--- src/rtl/fetch_queue_if.sv ---
// fetch_queue_if: bundles the instruction-memory, control and decode-side
// signals of the fetch stage.
//
// Handshake (decode side): an entry moves from the fetch stage to decode
// on a rising CLK edge when valid_out and ready_in are both high that
// cycle. valid_out never depends on ready_in. Once raised, valid_out
// holds until the entry is taken, unless a redirect or reset flushes it.
//
// Modports:
//   master - the fetch stage: drives imemREN/imemaddr, valid_out,
//            instr_out, npc_out and count.
//   slave  - the environment: memory, MEM-stage control and decode.
interface fetch_queue_if #(
    parameter int DEPTH = 4
);
    localparam int CW = $clog2(DEPTH + 1);

    logic          imemREN;
    logic [31:0]   imemaddr;
    logic          ihit;
    logic [31:0]   imemload;
    logic          dmem_busy;
    logic          redirect;
    logic [31:0]   redirect_pc;
    logic          halt;
    logic          valid_out;
    logic          ready_in;
    logic [31:0]   instr_out;
    logic [31:0]   npc_out;
    logic [CW-1:0] count;

    modport master (
        output imemREN, imemaddr, valid_out, instr_out, npc_out, count,
        input  ihit, imemload, dmem_busy, redirect, redirect_pc, halt, ready_in
    );

    modport slave (
        input  imemREN, imemaddr, valid_out, instr_out, npc_out, count,
        output ihit, imemload, dmem_busy, redirect, redirect_pc, halt, ready_in
    );
endinterface

--- src/rtl/fetch_queue.sv ---
// fetch_queue: instruction-fetch stage with a DEPTH-entry prefetch buffer.
// It owns the fetch PC and requests a word whenever the buffer has room.
// Each returned word is queued with its next PC (fetch PC + 4) for decode.
// A MEM-stage redirect flushes the buffer and reloads the PC. A halt stops
// further fetching until reset.
//
// Ports:
//   CLK   - clock, rising edge
//   nRST  - asynchronous active-low reset
//   bus   - fetch_queue_if.master:
//           imemREN/imemaddr/ihit/imemload  instruction memory
//           dmem_busy                       data access owns memory, fetch yields
//           redirect/redirect_pc            taken branch/jump target
//           halt                            sticky fetch stop
//           valid_out/ready_in              decode handshake
//           instr_out/npc_out               head entry contents
//           count                           occupied entries
module fetch_queue #(
    parameter int          DEPTH   = 4,
    parameter logic [31:0] PC_INIT = 32'h0
) (
    input logic           CLK,
    input logic           nRST,
    fetch_queue_if.master bus
);
    localparam int PW = $clog2(DEPTH);
    localparam int CW = $clog2(DEPTH + 1);

    logic [31:0]   fetch_pc;
    logic [PW-1:0] rd_ptr;
    logic [PW-1:0] wr_ptr;
    logic [CW-1:0] count_q;
    logic          halted;
    logic [31:0]   instr_mem [DEPTH];
    logic [31:0]   npc_mem   [DEPTH];

    logic full;
    logic push;
    logic pop;

    assign full = (count_q == CW'(DEPTH));

    // Request only with guaranteed space: a pop this cycle does not count,
    // which keeps ready_in out of the imemREN path.
    assign bus.imemREN  = !halted && !bus.dmem_busy && !full;
    assign bus.imemaddr = fetch_pc;

    // A redirect in flight makes the head entry wrong-path, so hide it now.
    assign bus.valid_out = (count_q != '0) && !bus.redirect;

    assign push = bus.imemREN && bus.ihit && !bus.redirect;
    assign pop  = bus.valid_out && bus.ready_in;

    assign bus.instr_out = instr_mem[rd_ptr];
    assign bus.npc_out   = npc_mem[rd_ptr];
    assign bus.count     = count_q;

    always_ff @(posedge CLK or negedge nRST) begin
        if (!nRST) begin
            fetch_pc <= PC_INIT;
            rd_ptr   <= '0;
            wr_ptr   <= '0;
            count_q  <= '0;
            halted   <= 1'b0;
            for (int i = 0; i < DEPTH; i++) begin
                instr_mem[i] <= '0;
                npc_mem[i]   <= '0;
            end
        end else begin
            if (bus.halt) begin
                halted <= 1'b1;
            end

            if (bus.redirect) begin
                rd_ptr   <= '0;
                wr_ptr   <= '0;
                count_q  <= '0;
                fetch_pc <= {bus.redirect_pc[31:2], 2'b00};
            end else begin
                if (push) begin
                    instr_mem[wr_ptr] <= bus.imemload;
                    npc_mem[wr_ptr]   <= fetch_pc + 32'd4;
                    wr_ptr            <= wr_ptr + PW'(1);
                    fetch_pc          <= fetch_pc + 32'd4;
                end
                if (pop) begin
                    rd_ptr <= rd_ptr + PW'(1);
                end
                case ({push, pop})
                    2'b10:   count_q <= count_q + CW'(1);
                    2'b01:   count_q <= count_q - CW'(1);
                    default: count_q <= count_q;
                endcase
            end
        end
    end
endmodule

--- src/flat_wrapper.sv ---
// flat-port wrapper written by rule: the top's interface ports become plain ports
module fetch_queue_flat 
#(
    parameter int          DEPTH   = 4,
    parameter logic [31:0] PC_INIT = 32'h0
)
  (CLK, nRST, bus_imemREN, bus_imemaddr, bus_valid_out, bus_instr_out, bus_npc_out, bus_count, bus_ihit, bus_imemload, bus_dmem_busy, bus_redirect, bus_redirect_pc, bus_halt, bus_ready_in);
  fetch_queue_if #(.DEPTH(DEPTH)) bus_i ();
  input logic CLK;
  input logic nRST;
  output wire logic [$bits(bus_i.imemREN)-1:0] bus_imemREN;
  output wire logic [$bits(bus_i.imemaddr)-1:0] bus_imemaddr;
  output wire logic [$bits(bus_i.valid_out)-1:0] bus_valid_out;
  output wire logic [$bits(bus_i.instr_out)-1:0] bus_instr_out;
  output wire logic [$bits(bus_i.npc_out)-1:0] bus_npc_out;
  output wire logic [$bits(bus_i.count)-1:0] bus_count;
  input wire logic [$bits(bus_i.ihit)-1:0] bus_ihit;
  input wire logic [$bits(bus_i.imemload)-1:0] bus_imemload;
  input wire logic [$bits(bus_i.dmem_busy)-1:0] bus_dmem_busy;
  input wire logic [$bits(bus_i.redirect)-1:0] bus_redirect;
  input wire logic [$bits(bus_i.redirect_pc)-1:0] bus_redirect_pc;
  input wire logic [$bits(bus_i.halt)-1:0] bus_halt;
  input wire logic [$bits(bus_i.ready_in)-1:0] bus_ready_in;
  assign bus_imemREN = bus_i.imemREN;
  assign bus_imemaddr = bus_i.imemaddr;
  assign bus_valid_out = bus_i.valid_out;
  assign bus_instr_out = bus_i.instr_out;
  assign bus_npc_out = bus_i.npc_out;
  assign bus_count = bus_i.count;
  assign bus_i.ihit = bus_ihit;
  assign bus_i.imemload = bus_imemload;
  assign bus_i.dmem_busy = bus_dmem_busy;
  assign bus_i.redirect = bus_redirect;
  assign bus_i.redirect_pc = bus_redirect_pc;
  assign bus_i.halt = bus_halt;
  assign bus_i.ready_in = bus_ready_in;
  fetch_queue #(.DEPTH(DEPTH), .PC_INIT(PC_INIT)) u_core (.CLK(CLK), .nRST(nRST), .bus(bus_i));
endmodule
--- config.mk ---
export PLATFORM = sky130hd
export DESIGN_NAME = fetch_queue_flat
export DESIGN_NICKNAME = d
export VERILOG_FILES = /design/src/rtl/fetch_queue_if.sv /design/src/rtl/fetch_queue.sv /design/src/flat_wrapper.sv
export SDC_FILE = /design/constraint.sdc
export NUM_CORES = 1
export LEC_CHECK = 0
export CORE_UTILIZATION = 50
export DETAILED_ROUTE_END_ITERATION = 12
export DONT_BUFFER_PORTS = 1
export RECOVER_POWER = 100
export SETUP_SLACK_MARGIN = 0.4
export SLEW_MARGIN = 20
export SYNTH_ARGS = -nofsm -noshare
export SYNTH_HDL_FRONTEND = slang
export SYNTH_SLANG_ARGS = --single-unit
--- constraint.sdc ---
create_clock -name CLK -period 7.65 [get_ports CLK]
set_clock_uncertainty 0.1 [all_clocks]
set_input_delay 1.9125 -clock CLK [delete_from_list [all_inputs] [get_ports CLK]]
set_output_delay 1.9125 -clock CLK [all_outputs]
set_load 0.01 [all_outputs]
# [Word level (Yosys, flattened, before mapping)]
# Cells that the tools add are included.
[word_totals] reg_bits=296 latchBits=0 ram_bits=0 rom_bits=0 input_bits=71 output_inout_bits=101 wordCells=61 n_memories=0
[classes] add_sub_neg=5 mul=0 div=0 order_cmp=3 eq_ne=3 shifts=0 mux=18 bitwise_logic=3 n_reduce_logical=16
[ops] operator="$bwmux 128" count=2
[ops] operator="$mux 32" count=7
[ops] operator="$bmux 32 s2" count=2
[ops] operator="$demux 32 s2" count=1
[ops] operator="$add 32x3->32 const B" count=1
[ops] operator="$mux 2" count=4
[ops] operator="$logic_and 1x1->1" count=7
[ops] operator="$ge 3x3->1 const B" count=2
[ops] operator="$not 2->3" count=2
[ops] operator="$pmux 3 s2" count=1
[ops] operator="$reduce_bool 3->1" count=2
[ops] operator="$add 2x1->2 const B" count=2
[ops] operator="$logic_not 1->1" count=4
[ops] operator="$reduce_bool 2->1" count=2
[ops] operator="$add 3x1->3 const B" count=1
[ops] operator="$eq 3x3->1 const B" count=1
[ops] operator="$lt 3x1->1 const B" count=1
[ops] operator="$mux 3" count=1
[ops] operator="$sub 3x1->3 const B" count=1
[ops] operator="$eq 2x1->1 const B" count=1
[ops] operator="$eq 2x2->1 const B" count=1
[ops] operator="$reduce_and 2->1" count=1
[ops] operator="$not 1->1" count=1

# [Longest topological paths before layout]
# Gate-level depths: netlist of run 1.
[logic_depth] word_depth=8 depth_mapped=8 depth_no_buf=7

# [Least setup slack after synthesis of run 1]
# OpenSTA, ideal clock, no wires.
[synth_path] path_type="input-to-output" startpoint="in bus_redirect" endpoint="out bus_valid_out" t_arrival_ns=2.529 required_time_ns=5.637 path_slack_ns=3.108 stages=3 path_buffers=2 path_cell_list="clkbuf_1 -> clkbuf_1 -> nor2_1"
[synth_via] elab_chain_cells=2
[synth_rtl] element="start, declared" line="flat_wrapper.sv:20" text="input wire logic [$bits(bus_i.redirect)-1:0] bus_redirect;"
[synth_rtl] element="$logic_not 1->1" line="fetch_queue.sv:49" text="assign bus.valid_out = (count_q != '0) && !bus.redirect;"
[synth_rtl] element="$logic_and 1x1->1" line="fetch_queue.sv:49"
[synth_rtl] element="end, declared" line="flat_wrapper.sv:13" text="output wire logic [$bits(bus_i.valid_out)-1:0] bus_valid_out;"
# Every way passes these cells.

# [Worst setup path after layout of run 1]
[layout_path] startpoint="in bus_dmem_busy" endpoint="reg u_core.instr_mem[34] in the netlist's numbering"
[layout_via] elab_chain_cells=6
[layout_rtl] element="start, declared" line="flat_wrapper.sv:19" text="input wire logic [$bits(bus_i.dmem_busy)-1:0] bus_dmem_busy;"
[layout_rtl] element="$logic_not 1->1" line="fetch_queue.sv:45" text="assign bus.imemREN = !halted && !bus.dmem_busy && !full;"
[layout_rtl] element="$logic_and 1x1->1 (2 in series)" line="fetch_queue.sv:45"
[layout_rtl] element="$logic_and 1x1->1 (2 in series)" line="fetch_queue.sv:51" text="assign push = bus.imemREN && bus.ihit && !bus.redirect;"
[layout_rtl] element="$reduce_and 2->1 (no source line)"
[layout_rtl] element="end signal, assigned by index" line="fetch_queue.sv:81" text="instr_mem[wr_ptr] <= bus.imemload;"
[layout_rtl] element="end, declared" line="fetch_queue.sv:34" text="logic [31:0] instr_mem [DEPTH];"
# Every way passes these cells.
# A chain may end at the register's enable or synchronous reset.

==> results of run 1 <==
==> final timing paths <==
path,endpoint,cells past startpoint,slack [ns],start
max,u_core.instr_mem[34],6,1.90,bus_dmem_busy
min,u_core.npc_mem[17],2,0.37,u_core.npc_mem[17]
max reg2reg,u_core.instr_mem[34],7,2.60,u_core.bus.count[2]
min reg2reg,u_core.npc_mem[17],2,0.37,u_core.npc_mem[17]
max in group asynchronous,u_core.rd_ptr[0],0,5.97,nRST
min in group asynchronous,u_core.instr_mem[14],0,0.97,nRST
==> layout make-up <==
class | instances | area, sq um | share of cell area
Clock buffer | 44 | 904.6 | 0.06354
Clock inverter | 11 | 136.4 | 0.009580
Inverter | 6 | 22.52 | 0.001582
Multi-Input combinational cell | 681 | 5538 | 0.3890
Sequential cell | 286 | 7164 | 0.5033
Tap cell | 330 | 412.9 | 0.02900
Timing Repair Buffer | 9 | 57.56 | 0.004043
==> worst max-delay path, stage by stage <==
cell      delay (ns)
nor4b_1         1.09
clkbuf_1        0.83
nand3b_1        0.47
clkbuf_1        0.79
buf_4           0.61
mux2_2          0.35
==> state kept, by name, indices dropped and copies added (netlist names) <==
register / flops
u_core.instr_mem: 128
u_core.npc_mem: 120
u_core.bus.imemaddr: 30
u_core.bus.count: 3
u_core.rd_ptr: 2
u_core.wr_ptr: 2
u_core.halted: 1
==> cells in the final DEF, fill, tap and decap left out, types with 13 or more instances in the layout <==
cell type	n
clkbuf_16	31
xnor2_1	43
o21ai_0	135
nand2_1	164
xor2_1	20
dfrtp_1	284
nor2_1	20
mux4_2	62
o21ai_1	13
mux2_2	132
==> kinds of logic (layout without fill, tap and decap cells) <==
group / after synthesis / after routing / synth area share
DFF: 286 / 286 / 0.5456
and+or+nand+nor: 260 / 260 / 0.09700
muxes: 196 / 196 / 0.2213
AOI/OAI and AO/OA: 152 / 152 / 0.05876
buffers and inverters: 84 / 70 / 0.02871
xor gates and xnor gates: 63 / 63 / 0.04206
adders and majority gates: 6 / 6 / 0.006295
other: 1 / 4 / 0.0002859
==> routing by layer <==
metal	up-vias	wire length [microns]
met5	-	0
met4	0	413
met1	3906	12960
met2	187	12190
met3	30	1432
li1	3633	-
==> where the power goes <==
group / internal, W / total (W) / switching, W
clock: 0.000917 / 0.00151 / 0.000594
combinational: 0.0000431 / 0.0000975 / 0.0000544
sequential: 0.00154 / 0.00158 / 0.0000444
total: 0.00250 / 0.00319 / 0.000693
==> synth_stat cells (4+ instances only) <==
cell | number | area, sq um
or2_2 | 4 | 25.02
mux4_2 | 62 | 1396
mux2_2 | 132 | 1486
buf_4 | 5 | 37.54
o21ai_1 | 51 | 255.2
nand4_1 | 11 | 68.82
clkbuf_1 | 42 | 157.7
xnor2_1 | 43 | 376.6
nor3_2 | 7 | 70.07
nand2_1 | 164 | 615.6
nor4_2 | 7 | 87.58
inv_1 | 6 | 22.52
nor2_1 | 20 | 75.07
nor2_2 | 4 | 25.02
nor3_1 | 8 | 40.04
buf_2 | 28 | 140.1
nand3_1 | 11 | 55.05
dfrtp_1 | 286 | 7157
ha_1 | 5 | 62.56
nand3b_1 | 5 | 37.54
xor2_1 | 20 | 175.2
o21ai_0 | 97 | 485.5
==> stage by stage <==
| stage | power (W) | std cells | hold slack (ns) |
|---|---|---|---|
| after floorplan | 0.001683 | 1051 | 0.3446 |
| after global placement | 0.001709 | 1312 | 0.3560 |
| after detailed placement | 0.001711 | 1312 | 0.3654 |
| after CTS | 0.003234 | 1367 | 0.3789 |
| after global routing | 0.003301 | 1367 | 0.3949 |
| final | 0.003193 | 1367 | 0.3735 |
==> impl_results.md, run 1 <==
* DRT iter0 DRCs at 557
* Setup TNS at 0 ns
* Max clock buf depth at 3
* # DRC at 0
* Clock transition at the registers of the reported paths at 0.06 ns
* CTS H-Tree Depth at 1
* CTS Root Cell: clkbuf_16
* DIE WIDTH at 164.0 microns
* Syn Inst Count at 1048
* Synthesis-stage register bit count at 286
* Final worst slack at 1.896 ns
* Clk sink count at 286
* Synth async-reset ratio at 1.000
* Routability congestion estimate at 0.7446
* Nature of the critical path endpoint: register
* Final hold violation count at 0
* Slew Limit Fails at 191
* Hold Crit Class: reg -> reg
* Crit-path max FO at 49
* Initial core utilization at 0.5150
* Crit path launch type: input port
* Syn. warnings at 0
* Detailed placement HPWL at 16030 microns
* Grt met2 use at 0.3218
* Die Ht at 164.0 microns
* Fin nets at 1092
* Pre-CTS setup slack at 2.938 ns
* Met1 Track Usage GR at 0.3091
* Vias in the first global route at 8004
* Util after Layout at 0.5589
* Cts hold-fix bufs at 0
* IO buf count at 0
* GRT Total Usage at 0.2095
* Number of filler cells placed in the layout at 2170
* Setup Buffers After CTS at 0
* Slew headroom at -0.9482
* Area grow syn2layout at 8.528%
* Resized cells post-CTS at 0
* TritonCTS clock tree: done
* Ant diodes at 0
* Area of placed instances at 13280 sq um
* DIE AREA at 26890 sq um
* Status: finished, violations left
* CP arrival at 6.08 ns
* WL/cell at 19.75 microns
* Lkg Pwr at 6.294 nW
* Endpoints failing setup at 0
* Unrepaired setup endpoints after global routing: no
* Grt peak-use layer: met2
* Peak supply drop at 173.1 uV
* Register area share after synthesis at 0.5456
* Global-route wire length before repair at 43950 microns
* Worst skew pair latency at 0.54 ns
* Via count at 7756
* WP data required at 7.98 ns
* Routed vias/inst at 5.674
* Wirelength, routed at 27010 microns
* Pin count of the biggest net entering global routing at 287
* Synth cell types at 44
* F_max at 173.8 MHz
* Met3 usage at 0.04141
* Design area at 14240 sq um
* DRT antenna net count at 0
* I/O pins at 172
* Overflow after GRT at 0
* Tcrit/Tclk final at 0.7521
* Drt pass-1 iters at 4
* Proportion of layout cells with a drive suffix above 1 at 0.2565
* Core ar. at 25470 sq um
* Crit path kind: in -> reg
* Worst Tran Pin Value at 2.922 ns
* Pwr per Cell Area at 224.3 nW/um^2
* Cell Area, Synth at 13120 sq um
* Post-synth top flop: dfrtp_1
* TritonCTS Buffers at 31
* Number of max-cap violations at 5
* Failing checks: max-capacitance violations, max-slew violations
* Row cnt at 58
* Final critical path time including I/O delays and setup at 5.754 ns
* Mean Syn Cell Area at 12.52 sq um
* Post-synth EDFFs at 0
* Antenna violations before repair at 0
(Power assumes the default switching activity.)
==> run 2, diff against run 1 <==
PLACE_DENSITY = 0.68   (was not set)
clock period = 4.85 ns   (was 7.65 ns; I/O delays follow)
==> run 2 against run 1 <==
Against the previous run:
- the run still ends with max-capacitance violations, max-slew violations left
- cell area fell by 0.72%
- sequential power rose by 58%
- power rose by 51%
==> impl_results.md, run 2 (synthesis results as in run 1) <==
* Status: finished, violations left
* Failing checks: max-capacitance violations, max-slew violations
* Clock transition at the registers of the reported paths at 0.06 ns (about the same)
* Row cnt at 58 (unchanged)
* Routability congestion estimate at 0.7825 (+5.1%)
* Endpoints failing setup at 0 (unchanged)
* WP data required at 3.54 ns (-4.44 ns)
* Unrepaired setup endpoints after global routing: no
* Final hold violation count at 0 (unchanged)
* Ant diodes at 0 (unchanged)
* Overflow after GRT at 0 (unchanged)
* Number of max-cap violations at 2 (-3)
* Hold Crit Class: in -> async
* GRT Total Usage at 0.2043 (-0.005250)
* Core ar. at 25470 sq um (unchanged)
* Net Sw Frac at 0.2166 (-0.0003051)
* IO buf count at 0 (unchanged)
* Clock power frac at 0.450 (-0.023)
* Proportion of layout cells with a drive suffix above 1 at 0.2435 (-0.01303)
* WL/cell at 19.60 microns (-0.78%)
* Setup Buffers After CTS at 0 (unchanged)
* Crit path launch type: register
* Routed vias/inst at 5.667 (-0.11%)
* # DRC at 0 (unchanged)
* Crit path kind: reg -> out
* Setup TNS at 0 ns (unchanged)
* CTS Root Cell: clkbuf_16
* Slew Limit Fails at 134 (-30%)
* Commonest non-fill, non-tap cell in the layout: dfrtp_1
* Drt pass-1 iters at 4 (unchanged)
* Die Ht at 164.0 microns (unchanged)
* CP arrival at 2.49 ns (-3.59 ns)
* Most frequent cells in the layout: 285 x dfrtp_1, 164 x nand2_1, 132 x o21ai_0, 132 x mux2_2, 62 x mux4_2
* Max clock buf depth at 3 (unchanged)
* Global-route wire length before repair at 42780 microns (-2.7%)
* TritonCTS Buffers at 30 (-3.2%)
* Vias in the first global route at 7989 (-0.19%)
* Gate power share at 0.031 (about the same)
* Power Internal at 0.003774 W (+51%)
* Tcrit/Tclk final at 0.7847
* Nature of the critical path endpoint: primary output
* Pin count of the biggest net entering global routing at 287 (unchanged)
* Wirelength, routed at 26760 microns (-0.92%)
* Worst skew pair latency at 0.54 ns (about the same)
* Peak supply drop at 306.4 uV (+77%)
* Lkg Pwr at 6.246 nW (-0.76%)
* Antenna violations before repair at 0 (unchanged)
* Area grow syn2layout at 7.745%
* Final worst slack at 1.044 ns (-0.8520 ns)
* Initial core utilization at 0.5150 (unchanged)
* Slew headroom at -0.05671 (+0.8915)
* CTS H-Tree Depth at 1 (unchanged)
* TritonCTS clock tree: done
* Worst Tran Pin Value at 1.585 ns (-1.337 ns)
* Detailed placement HPWL at 16490 microns (+2.9%)
* Cts hold-fix bufs at 0 (unchanged)
* Pwr per Cell Area at 340.9 nW/um^2 (+52%)
* Final critical path time including I/O delays and setup at 3.806 ns
* DRT iter0 DRCs at 414 (-26%)
* Pre-CTS setup slack at 1.329 ns (-1.610 ns)
* DIE WIDTH at 164.0 microns (unchanged)
* Via count at 7736 (-0.26%)
* Worst hold slack at 0.2804 ns (-0.09312 ns)
* Resized cells post-CTS at 0 (unchanged)
* Switching Power at 0.001044 W (+51%)
* Reg power frac at 0.519 (+0.023)
* Crit-path max FO at 40 (-18%)
* I/O pins at 172 (unchanged)
* F_max at 262.8 MHz
* Largest reg by FF count: u_core.instr_mem
* DRT antenna net count at 0 (unchanged)
* Fin nets at 1092 (unchanged)
* Clk sink count at 286 (unchanged)
* Util after Layout at 0.5549 (-0.004028)
* Number of flip-flops in the largest register at 128 (unchanged)
* Total power at 0.004818 W (+51%)
* DIE AREA at 26890 sq um (unchanged)
==> run 2: changes by cell type in the layout (fill, tap and decap cells not counted), sizes merged <==
cell and delta:
bufinv -2, clkbuf +2, buf +1, clkinv -1, clkinvlp -1, inv -1
==> run 2: path summary, 6_finish.rpt <==
check	cells past startpoint	start	slack, ns	endpoint
worst max-delay path	2	u_core.rd_ptr[1]	1.04	bus_npc_out[30]
worst min-delay path	0	nRST	0.28	u_core.instr_mem[29]
worst max register to register	5	u_core.bus.count[2]	1.43	u_core.instr_mem[77]
worst min register to register	2	u_core.npc_mem[94]	0.37	u_core.npc_mem[94]
max in group asynchronous	0	nRST	4.09	u_core.npc_mem[62]
min in group CLK	2	u_core.npc_mem[94]	0.37	u_core.npc_mem[94]
==> run 2: critical path, cell delays in order, from the launching register on <==
cell,delay [ns]
dfrtp_1,1.14
buf_12,0.36
mux4_2,0.43
==> run 2: cell type report <==
type | count | area, sq um
Fill cell | 2125 | 11340
Tap cell | 330 | 412.9
Multi-Input combinational cell | 681 | 5505
Clock inverter | 6 | 55.05
Clock buffer | 46 | 872.1
Timing Repair Buffer | 10 | 105.1
Inverter | 6 | 22.52
Sequential cell | 286 | 7161
==> run 2: through the flow <==
stage	cell area, sq um	instances
2_1_floorplan	13130	1051
3_3_place_gp	13330	1313
4_1_cts	14250	1365
6_report	14130	1365
3_5_place_dp	13330	1313
5_1_grt	14130	1365
==> run 2: metal layers <==
metal	GRT usage	wire length (microns)	share of wire	up-vias
li1	-	-	-	3629
met1	0.2765	11860	0.44	3871
met2	0.3297	12590	0.47	206
met3	0.05530	1917	0.072	30
met4	0.04588	393	0.015	0
met5	0	0	0	-
==> run 2: power by group through the flow <==
stage	Sequential [W]	Combinational [W]	Clock [W]
5_1_grt	0.00251	0.000168	0.00232
2_1_floorplan	0.00252	0.000134	0
3_5_place_dp	0.00254	0.000156	0
3_3_place_gp	0.00254	0.000153	0
4_1_cts	0.00250	0.000156	0.00223
6_report	0.00250	0.000151	0.00217
